[src/rtl/riscv_pc_pkg.sv]
// Shared types and constants for the fetch PC unit: FSM states and the sequential PC step.
package riscv_pc_pkg;

  typedef enum logic [1:0] {
    BOOT = 2'd0,
    RUN  = 2'd1,
    PEND = 2'd2
  } pc_state_e;

  localparam int unsigned PC_STEP = 4;

endpackage

[src/rtl/pc_redirect_arb.sv]
// Redirect arbiter: picks trap over branch and rejects branch targets that break instruction alignment.
module pc_redirect_arb #(
  parameter int unsigned XLEN   = 32,
  parameter int unsigned IALIGN = 32
) (
  input  logic            br_taken_i,
  input  logic [XLEN-1:0] br_target_i,
  input  logic            trap_i,
  input  logic [XLEN-1:0] trap_vec_i,
  output logic            redir_valid_o,
  output logic [XLEN-1:0] redir_target_o,
  output logic            redir_misalign_o
);

  logic brMisaligned;

  // Alignment check on the branch target; trap vectors are trusted and never checked.
  always_comb begin
    brMisaligned = 1'b0;
    if (IALIGN == 16) begin
      brMisaligned = br_target_i[0];
    end else begin
      brMisaligned = |br_target_i[1:0];
    end
  end

  // Fixed priority: a trap wins, then an aligned branch; a misaligned branch only raises the flag.
  always_comb begin
    redir_valid_o    = 1'b0;
    redir_target_o   = br_target_i;
    redir_misalign_o = 1'b0;
    if (trap_i) begin
      redir_valid_o  = 1'b1;
      redir_target_o = trap_vec_i;
    end else if (br_taken_i) begin
      if (brMisaligned) begin
        redir_misalign_o = 1'b1;
      end else begin
        redir_valid_o = 1'b1;
      end
    end
  end

endmodule

[src/rtl/pc_fetch_unit.sv]
// Fetch PC and instruction-memory request unit: req/gnt handshake, redirect buffering, path tagging.
module pc_fetch_unit
  import riscv_pc_pkg::*;
#(
  parameter int unsigned     XLEN         = 32,
  parameter logic [XLEN-1:0] RESET_VECTOR = 32'h0000_0000,
  parameter int unsigned     IALIGN       = 32
) (
  input  logic            clk,
  input  logic            rst,
  input  logic            stall_i,
  input  logic            br_taken_i,
  input  logic [XLEN-1:0] br_target_i,
  input  logic            trap_i,
  input  logic [XLEN-1:0] trap_vec_i,
  output logic            imem_req_o,
  output logic [XLEN-1:0] imem_addr_o,
  input  logic            imem_gnt_i,
  output logic            fetch_valid_o,
  output logic [XLEN-1:0] fetch_pc_o,
  output logic            misalign_o,
  output logic [XLEN-1:0] misalign_addr_o
);

  pc_state_e       state_q, state_d;
  logic [XLEN-1:0] pc_q, pc_d;
  logic [XLEN-1:0] pend_q, pend_d;
  logic            out_q, out_d;
  logic            misalign_q;
  logic [XLEN-1:0] misalign_addr_q;

  logic            redirValid;
  logic [XLEN-1:0] redirTarget;
  logic            redirMisalign;
  logic            hs;

  pc_redirect_arb #(
    .XLEN   (XLEN),
    .IALIGN (IALIGN)
  ) u_arb (
    .br_taken_i       (br_taken_i),
    .br_target_i      (br_target_i),
    .trap_i           (trap_i),
    .trap_vec_i       (trap_vec_i),
    .redir_valid_o    (redirValid),
    .redir_target_o   (redirTarget),
    .redir_misalign_o (redirMisalign)
  );

  // An outstanding request is kept up regardless of stall; grant never feeds back into req.
  assign imem_req_o      = (state_q != BOOT) && (out_q || !stall_i);
  assign imem_addr_o     = pc_q;
  assign hs              = imem_req_o && imem_gnt_i;
  assign fetch_valid_o   = hs && (state_q == RUN) && !trap_i && !br_taken_i;
  assign fetch_pc_o      = pc_q;
  assign misalign_o      = misalign_q;
  assign misalign_addr_o = misalign_addr_q;

  // Next PC / state selection; a redirect that hits a waiting request is parked in pend until the grant.
  always_comb begin
    pc_d    = pc_q;
    state_d = state_q;
    pend_d  = pend_q;
    out_d   = imem_req_o && !imem_gnt_i;
    if (state_q == BOOT) begin
      if (redirValid) begin
        pc_d = redirTarget;
      end
      state_d = RUN;
    end else if (redirValid && imem_req_o && !imem_gnt_i) begin
      pend_d  = redirTarget;
      state_d = PEND;
    end else if (redirValid) begin
      pc_d    = redirTarget;
      state_d = RUN;
    end else if ((state_q == PEND) && hs) begin
      pc_d    = pend_q;
      state_d = RUN;
    end else if ((state_q == RUN) && hs) begin
      pc_d = pc_q + XLEN'(PC_STEP);
    end
  end

  // Fetch state registers; reset discards any buffered redirect and restarts from BOOT.
  always_ff @(posedge clk or posedge rst) begin
    if (rst) begin
      state_q <= BOOT;
      pc_q    <= RESET_VECTOR;
      pend_q  <= '0;
      out_q   <= 1'b0;
    end else begin
      state_q <= state_d;
      pc_q    <= pc_d;
      pend_q  <= pend_d;
      out_q   <= out_d;
    end
  end

  // Misalign report: one-cycle pulse, address held until the next rejected target.
  always_ff @(posedge clk or posedge rst) begin
    if (rst) begin
      misalign_q      <= 1'b0;
      misalign_addr_q <= '0;
    end else begin
      misalign_q <= redirMisalign;
      if (redirMisalign) begin
        misalign_addr_q <= br_target_i;
      end
    end
  end

endmodule

[config.mk]
export PLATFORM = sky130hd
export DESIGN_NAME = pc_fetch_unit
export DESIGN_NICKNAME = d
export VERILOG_FILES = /design/src/rtl/riscv_pc_pkg.sv /design/src/rtl/pc_redirect_arb.sv /design/src/rtl/pc_fetch_unit.sv
export SDC_FILE = /design/constraint.sdc
export NUM_CORES = 1
export LEC_CHECK = 0
export CAP_MARGIN = 20
export CORE_UTILIZATION = 40
export CTS_CLUSTER_DIAMETER = 60
export DETAILED_ROUTE_END_ITERATION = 10
export PLACE_DENSITY = 0.69
export SLEW_MARGIN = 15
export SYNTH_ARGS = -nofsm -noshare
export SYNTH_HDL_FRONTEND = slang
export SYNTH_HIERARCHICAL = 1
export SYNTH_SLANG_ARGS = --single-unit
export TNS_END_PERCENT = 20
[constraint.sdc]
create_clock -name clk -period 9.4 [get_ports clk]
set_clock_uncertainty 0.15 [all_clocks]
set_input_delay 1.41 -clock clk [delete_from_list [all_inputs] [get_ports clk]]
set_output_delay 1.41 -clock clk [all_outputs]
set_load 0.02 [all_outputs]
==> results of run 1 <==
-- per-stage QoR --
step                worst slack [ns]  util [%]  power, W  cells
floorplan                       5.22         -   0.00109    538
global placement                4.41      51.1   0.00135    827
detailed placement              4.38      51.1   0.00136    828
CTS                             4.38      53.4   0.00178    844
global route                    4.32      53.5   0.00187    845
finish                          4.40      53.5   0.00177    845
-- per-layer routing --
| metal | vias to the layer above | part of all wire, % | track usage (%) |
|---|---|---|---|
| li1 | 2169 | - | - |
| met1 | 2366 | 44 | 27.4 |
| met2 | 141 | 49 | 35.1 |
| met3 | 16 | 5.6 | 4.21 |
| met4 | 0 | 1.4 | 6.85 |
| met5 | - | 0 | 0 |
-- power by group through the flow --
stage	clock, W	sequential [W]	combinational, W
floorplan	0	0.000718	0.000373
CTS	0.000423	0.000665	0.000696
detailed placement	0	0.000672	0.000693
global placement	0	0.000663	0.000682
finish	0.000414	0.000664	0.000691
global route	0.000441	0.000684	0.000740
-- cells in the mapped netlist (3+ instances only) --
| cell type | instances | area share (%) |
|---|---|---|
| o21bai_1 | 3 | 0.38 |
| o22ai_1 | 3 | 0.32 |
| o21ai_1 | 5 | 0.42 |
| o21ai_0 | 24 | 2.0 |
| buf_12 | 3 | 1.0 |
| nand2_1 | 39 | 2.5 |
| a21oi_1 | 15 | 1.3 |
| mux2i_1 | 3 | 0.51 |
| a221o_1 | 4 | 0.68 |
| a21o_1 | 3 | 0.38 |
| a2bb2oi_1 | 3 | 0.44 |
| buf_2 | 14 | 1.2 |
| mux2_2 | 69 | 13 |
| a31oi_1 | 10 | 1.1 |
| and3_1 | 11 | 1.2 |
| dfrtp_1 | 100 | 42 |
| nor2_1 | 33 | 2.1 |
| o31ai_1 | 3 | 0.38 |
| xor2_1 | 5 | 0.74 |
| nor3_1 | 4 | 0.34 |
| o2bb2ai_1 | 4 | 0.59 |
| clkbuf_1 | 7 | 0.44 |
| a31o_2 | 5 | 0.74 |
| and2_1 | 8 | 0.85 |
| buf_4 | 40 | 5.1 |
| o211ai_1 | 4 | 0.51 |
| xnor2_1 | 3 | 0.44 |
| mux2_4 | 28 | 7.1 |
| inv_1 | 6 | 0.38 |
| a22o_1 | 3 | 0.44 |
| buf_6 | 3 | 0.57 |
| nand3_1 | 17 | 1.4 |
| a32oi_1 | 3 | 0.44 |
| buf_1 | 3 | 0.19 |
| nand4_1 | 6 | 0.63 |
-- worst paths after layout --
path,startpoint,endpoint,depth (start not counted)
worst max-delay path,imem_gnt_i,fetch_valid_o,4
worst min-delay path,pend_q[29],pend_q[29],1
worst max register to register,out_q,fetch_pc_o[26],6
worst min register to register,pend_q[29],pend_q[29],1
max in group asynchronous,rst,fetch_pc_o[15],3
min in group asynchronous,rst,misalign_addr_o[28],2
-- cell families (layout without fill, tap and decap cells) --
kind of cell | Yosys count | count (layout) | share of synthesized area (%)
xor gates and xnor gates | 8 | 8 | 1.18
adders and majority gates | 1 | 1 | 0.211
and+or+nand+nor | 141 | 141 | 13.2
DFF | 100 | 100 | 42.3
AOI/OAI and AO/OA | 112 | 112 | 13.5
muxes | 100 | 100 | 20.7
buffers and inverters | 76 | 199 | 8.86
-- layout make-up --
type | count | share of cell area [%]
multi-input cells | 362 | 37.6
flip-flops and latches | 100 | 32.3
repair buffers | 177 | 22.6
clock buffers | 13 | 3.36
well taps | 184 | 2.97
clock inverters | 3 | 0.889
inverters | 6 | 0.323
-- sequential cells by signal (all words and copies together) (netlist names) --
signal / count
fetch_pc_o: 32
misalign_addr_o: 32
misalign_o: 1
out_q: 1
pend_q: 32
state_q: 2
==> impl_metrics.csv, run 1 <==
group,metric,value,unit
run_status,status,"complete, no violations",
final_layout,seqCellArea,2500,um2
floorplan,die_y,124,um
floorplan,core_area,14500,um2
critical_path,crit_required,7.84,ns
final_layout,layout_commonest_cell,"clkdlybuf4s50_1",
route,drcViolationCount,0,
critical_path,timing.critical_path.max_delay_family,"buffers and inverters",
route,avgRoutedWirePerCell,18.6,um
pwr,p_seq_share,37.5,%
critical_path,start_kind,"input pin",
min_path,hold_class,"flop to flop",
logic_synthesis,yosysWarnings,6,
sta,finalHoldViolCount,0,
place,gp_congestion,0.791,
logic_synthesis,synth_edf_count,0,
pwr,max-vdd-ir-drop,0.000109,V
pwr,switching_share,35.4,%
pwr,combPwrFrac,39.1,%
clock_tree,htree_levels,3,
logic_synthesis,synth_ff_type,"dfrtp_1",
route,first_pass_iters,6,
critical_path,crit_path_frequent_cell,"clkdlybuf4s50_1",
clock_tree,clkTransAtPathRegs,0.07,ns
route,totalWireLength,15.7,mm
final_layout,design_area,7740,um2
route,vias,4692,
floorplan,dieWidth,124,um
final_layout,layout_common_cells,"clkdlybuf4s50_1, dfrtp_1, mux2_2, nand2_1, nor2_1",
place,dpl_cell_area,7400,um2
clock_tree,clock_path_buffers,2,
pwr,clock_power_share,23.4,%
floorplan,die_area,15300,um2
critical_path,end_kind,"output port",
sta,post-route-period-util,53.2,%
critical_path,cp.arrival,3.44,ns
clock_tree,ctsRootBufferMaster,"clkbuf_16",
pwr,switching_power,0.000627,W
place,place_hpwl,10.7,mm
critical_path,r2r_setup_slack,6.90,ns
critical_path,crit_type,"input pin to output port",
final_layout,multi_input_area,2910,um2
logic_synthesis,synth_seq_cells,100,
route,viasPerCell,5.55,
logic_synthesis,ys_seq_area_share,42.3,%
critical_path,crit_chain,"clkdlybuf4s50_1 -> or4b_2 -> nor3_1 -> clkdlybuf4s50_1",
global_route,grt_max_degree,56,
clock_tree,cts_setup_buffers,0,
final_layout,final_layout_size_suffix_gt1_share,22.1,%
floorplan,core.rowCount,44,
sta,fmax,200,MHz
sta,drv_slew,0,
sta,setup_viol,0,
global_route,grt_pass1_wl,24.4,mm
clock_tree,cts_resized,0,
final_layout,nFillCells,1240,
clock_tree,cts_hold_buf,0,
floorplan,io_pins,169,
route,final_antenna_net_count,0,
clock_tree,clock_sinks,100,
global_route,grt_usage,21.1,%
sta,slew-limit-headroom,43.0,%
sta,worst_hold_slack,0.357,ns
global_route,antenna_found_initial,0,
clock_tree,cts_tree,"built",
logic_synthesis,syn_inst,538,
pwr,power_per_cell_area,229,nW/um2
global_route,gr-total-overflow,0,
final_layout,areaGrowthSynthToFinish,30.8,%
critical_path,critPathBufInv,2,
critical_path,path_max_fanout,7,
job,drv_cap,0,
sta,fin_crit,5.00,ns
place,port_buffers,168,
pwr,p_leak,3.16,nW
sta,tightest_slew,0.855,ns
clock_tree,cts_buffers,9,
clock_tree,clock_latency,0.36,ns
logic_synthesis,synth.net_count,609,
logic_synthesis,synth.distinct_cells,70,
global_route,grt_pass1_vias,4679,
sta,rsz0062_at_grt,"false",
logic_synthesis,synthesis.area,5920,um2
critical_path,cpPeakStageDelay,0.64,ns
final_layout,num_antenna_cells,0,
logic_synthesis,avgSynthCellArea,11.0,um2
logic_synthesis,async_reset_ff_share,100,%
floorplan,start_util,40.9,%
sta,tns,0,ns
final_layout,fin_nets,727,
pwr,p_int,0.00114,W
route,drtIter0Drc,279,
critical_path,cp_slowest_cell,"clkdlybuf4s50_1",
Note: power is estimated with default switching activity, not from simulation.
==> run 2: changes to the inputs <==
- PLACE_DENSITY: 0.69 -> 0.72
- clock period: 9.4 -> 4.4 ns (I/O delays scaled with it)
==> impl_metrics.csv, run 2 (synthesis results as in run 1) <==
group,metric,value,unit
run_status,status,"complete, no violations",
min_path,hold_end,"misalign_addr_o[5]",
floorplan,die_area,15300,um2
floorplan,start_util,40.9,%
min_path,min_path_cells,1,
critical_path,crit_required,3.59,ns
floorplan,core.rowCount,44,
final_layout,finish.utilization,53.2,%
critical_path,start_kind,"input pin",
sta,tns,0,ns
final_layout,nFillCells,1221,
pwr,clock_power_share,21.7,%
sta,fin_crit,3.51,ns
clock_tree,ctsRootBufferMaster,"clkbuf_16",
route,viasPerCell,5.59,
critical_path,path_max_fanout,7,
global_route,antenna_found_initial,0,
job,drv_cap,0,
route,vias,4721,
pwr,power_per_cell_area,481,nW/um2
route,first_pass_iters,5,
floorplan,die_y,124,um
final_layout,areaGrowthSynthToFinish,30.2,%
pwr,p_leak,3.14,nW
floorplan,core_area,14500,um2
floorplan,io_pins,169,
pwr,combPwrFrac,39.9,%
final_layout,layout_commonest_cell,"clkdlybuf4s50_1",
place,gp_congestion,0.860,
final_layout,num_antenna_cells,0,
critical_path,r2r_setup_slack,1.79,ns
critical_path,crit_type,"input pin to output port",
sta,fmax,285,MHz
route,avgRoutedWirePerCell,18.2,um
clock_tree,clkTransAtPathRegs,0.07,ns
route,drcViolationCount,0,
sta,tightest_slew,1.03,ns
clock_tree,htree_levels,3,
critical_path,cp.arrival,2.70,ns
critical_path,timing.rr.start,"state_q[1]",
sta,setup_viol,0,
min_path,timing.hold.worst.start,"misalign_addr_o[5]",
clock_tree,cts_setup_buffers,0,
global_route,grt_pass1_vias,4551,
floorplan,dieWidth,124,um
sta,finalHoldViolCount,0,
min_path,hold_class,"flop to flop",
clock_tree,clock_latency,0.36,ns
clock_tree,cts_hold_buf,0,
sta,slew-limit-headroom,31.0,%
final_layout,fin_nets,726,
clock_tree,cts_resized,0,
clock_tree,clock_path_buffers,2,
pwr,p_int,0.00236,W
clock_tree,cts_tree,"built",
critical_path,r2r_cells,4,
pwr,max-vdd-ir-drop,0.000195,V
final_layout,layout_common_cells,"clkdlybuf4s50_1, dfrtp_1, mux2_2, nand2_1, nor2_1",
sta,worst_hold_slack,0.356,ns
sta,drv_slew,0,
critical_path,r2r-end,"fetch_pc_o[25]",
clock_tree,cts_buffers,9,
place,port_buffers,168,
critical_path,end_kind,"output port",
pwr,power.total,0.00371,W
clock_tree,clock_sinks,100,
place,place_hpwl,10.7,mm
sta,rsz0062_at_grt,"false",
global_route,grt_pass1_wl,23.8,mm
route,totalWireLength,15.4,mm
global_route,grt_max_degree,74,
global_route,grt_usage,20.6,%
final_layout,final_layout_size_suffix_gt1_share,22.0,%
pwr,p_seq_share,38.5,%
route,final_antenna_net_count,0,
sta,post-route-period-util,79.8,%
route,drtIter0Drc,338,
pwr,switching_power,0.00135,W
pwr,switching_share,36.5,%
global_route,gr-total-overflow,0,
## run 2: power by group through the flow
| stage | logic [W] | registers (W) | clock network, W |
|---|---|---|---|
| floorplan | 0.000796 | 0.00153 | 0 |
| global placement | 0.00146 | 0.00142 | 0 |
| detailed placement | 0.00148 | 0.00144 | 0 |
| CTS | 0.00149 | 0.00142 | 0.000821 |
| global route | 0.00158 | 0.00147 | 0.000858 |
| finish | 0.00148 | 0.00143 | 0.000804 |
## run 2: worst max-delay path by stage
stage / depth (start not counted) / end / startpoint
2_1_floorplan: 1 / fetch_pc_o[0] / rst
3_3_place_gp: 4 / fetch_valid_o / imem_gnt_i
3_5_place_dp: 7 / fetch_pc_o[25] / br_target_i[1]
4_1_cts: 4 / fetch_valid_o / imem_gnt_i
5_1_grt: 4 / fetch_valid_o / imem_gnt_i
6_report: 4 / fetch_valid_o / imem_gnt_i
## run 2: layer usage
layer  GRT usage, %  up-vias  part of all wire, %
li1               -     2175                    -
met1           27.5     2372                   44
met2           34.0      159                   49
met3           2.93       15                  4.9
met4           7.53        0                  1.5
met5              0        -                    0
## run 2: layout make-up
| class | instances | area (um2) | area share, % |
|---|---|---|---|
| Clock buffer | 11 | 233 | 3.02 |
| Clock inverter | 5 | 61.3 | 0.795 |
| Inverter | 6 | 25.0 | 0.325 |
| Multi-Input combinational cell | 362 | 2910 | 37.7 |
| Sequential cell | 100 | 2500 | 32.5 |
| Tap cell | 184 | 230 | 2.99 |
| Timing Repair Buffer | 176 | 1750 | 22.7 |
## run 2: worst max-delay path, cell delays in order
cell	delay, ns
clkdlybuf4s50_1	0.65
or4b_2	0.61
nor3_1	0.15
clkdlybuf4s50_1	0.63
## run 2: stage by stage
stage,area [um2],worst slack (ns),std cells
2_1_floorplan,5920,0.971,538
3_3_place_gp,7410,0.900,828
3_5_place_dp,7410,0.820,828
4_1_cts,7710,0.892,844
5_1_grt,7710,0.832,844
6_report,7710,0.889,844
==> run 3: changes to the inputs <==
- PLACE_DENSITY: 0.72 -> 0.69
- clock period: 4.4 -> 3.5 ns (I/O delays scaled with it)
==> impl_metrics.csv, run 3 (synthesis results as in run 1) <==
group,metric,value,unit
final_layout,final_layout_size_suffix_gt1_share,22.5,%
route,drcViolationCount,2,
route,final_antenna_net_count,0,
critical_path,crit_chain,"clkdlybuf4s50_1 -> or4b_2 -> nor3_1 -> clkdlybuf4s50_1",
clock_tree,cts_setup_buffers,0,
pwr,power.total,0.00456,W
clock_tree,clock_sinks,100,
place,port_buffers,168,
floorplan,start_util,40.9,%
final_layout,num_antenna_cells,0,
floorplan,die_area,15300,um2
sta,slew-limit-headroom,43.0,%
route,avgRoutedWirePerCell,18.5,um
floorplan,die_y,124,um
sta,post-route-period-util,86.7,%
clock_tree,cts_hold_buf,0,
floorplan,core.rowCount,44,
global_route,grt_max_degree,46,
floorplan,io_pins,169,
clock_tree,cts_buffers,9,
critical_path,timing.critical_path.max_delay_family,"buffers and inverters",
critical_path,crit_type,"input pin to output port",
sta,fmax,330,MHz
final_layout,fin_nets,734,
final_layout,layout_common_cells,"clkdlybuf4s50_1, dfrtp_1, mux2_2, nand2_1, nor2_1",
route,vias,4755,
sta,finalHoldViolCount,0,
min_path,hold_class,"flop to flop",
job,drv_cap,0,
critical_path,critPathBufInv,2,
pwr,power_per_cell_area,591,nW/um2
place,gp_congestion,0.864,
final_layout,layout_commonest_cell,"clkdlybuf4s50_1",
clock_tree,cts_resized,0,
run_status,status,"complete, but fails checks",
route,wl_met3,1.03,mm
final_layout,finish.utilization,53.3,%
clock_tree,ctsRootBufferMaster,"clkbuf_16",
sta,worst_hold_slack,0.352,ns
global_route,grt_pass1_vias,4817,
route,viasPerCell,5.59,
critical_path,path_max_fanout,2,
run_status,violations,"design-rule violations",
critical_path,end_kind,"output port",
critical_path,cpPeakStageDelay,0.63,ns
floorplan,core_area,14500,um2
critical_path,cp_slowest_cell,"clkdlybuf4s50_1",
critical_path,crit_path_frequent_cell,"clkdlybuf4s50_1",
critical_path,cp.arrival,2.36,ns
sta,tightest_slew,0.854,ns
place,place_hpwl,11.3,mm
pwr,max-vdd-ir-drop,0.000294,V
critical_path,start_kind,"input pin",
route,route.top_layer_used,"met4",
critical_path,crit_required,2.82,ns
global_route,gr-total-overflow,0,
global_route,grt_pass1_wl,24.9,mm
clock_tree,clock_latency,0.36,ns
clock_tree,clkTransAtPathRegs,0.06,ns
route,drtIter0Drc,304,
sta,fin_crit,3.03,ns
final_layout,nFillCells,1252,
route,first_pass_iters,9,
sta,setup_viol,0,
clock_tree,cts_tree,"built",
final_layout,areaGrowthSynthToFinish,30.5,%
pwr,p_leak,3.15,nW
route,wl_met2,7.66,mm
floorplan,dieWidth,124,um
global_route,antenna_found_initial,0,
clock_tree,htree_levels,3,
sta,tns,0,ns
route,totalWireLength,15.7,mm
sta,drv_slew,0,
route,met1_length,6.77,mm
global_route,grt_usage,21.5,%
sta,rsz0062_at_grt,"false",
clock_tree,clock_path_buffers,2,
-- run 3: cell count changes in the layout (fill, tap and decap cells not counted), sizes merged --
cell,change
clkinvlp,+1
bufinv,-1
buf,+8
inv,-1
clkinv,-2
clkbuf,+2
-- run 3: worst paths after layout --
check	startpoint	end	slack [ns]	depth (start not counted)
hold reg to reg	pend_q[31]	pend_q[31]	0.35	1
setup reg to reg	fetch_pc_o[3]	fetch_pc_o[26]	1.06	6
min in group asynchronous	rst	misalign_addr_o[25]	0.44	2
setup / recovery	imem_gnt_i	fetch_valid_o	0.47	4
max in group asynchronous	rst	pend_q[29]	1.98	3
hold / removal	pend_q[31]	pend_q[31]	0.35	1
-- run 3: metal layers --
metal  up-vias  global-route usage (%)
met2       176                    35.0
li1       2198                       -
met5         -                       0
met1      2364                    28.6
met4         0                    7.98
met3        17                    3.71
-- run 3: final cells by class --
| type | instances | area [um2] | share of cell area [%] |
|---|---|---|---|
| clock buffer | 13 | 240 | 3.11 |
| clock inverter | 2 | 12.5 | 0.162 |
| inverter | 6 | 25.0 | 0.324 |
| multi-input combinational | 362 | 2910 | 37.7 |
| sequential | 100 | 2500 | 32.4 |
| tap | 184 | 230 | 2.98 |
| timing repair buffer | 184 | 1800 | 23.4 |
-- run 3: where the power goes --
part	internal, W	switching (W)	leakage [nW]	total, W
logic	0.000966	0.000901	1.85	0.00187
clock network	0.000479	0.000429	0.120	0.000908
registers	0.00144	0.000345	1.19	0.00179
total	0.00289	0.00167	3.15	0.00456
-- run 3: through the flow --
stage | worst slack, ns | cell area [um2] | instances
2_1_floorplan | 0.206 | 5920 | 538
3_5_place_dp | 0.260 | 7450 | 835
6_report | 0.466 | 7720 | 851
5_1_grt | 0.357 | 7720 | 851
4_1_cts | 0.470 | 7710 | 850
3_3_place_gp | 0.398 | 7450 | 835
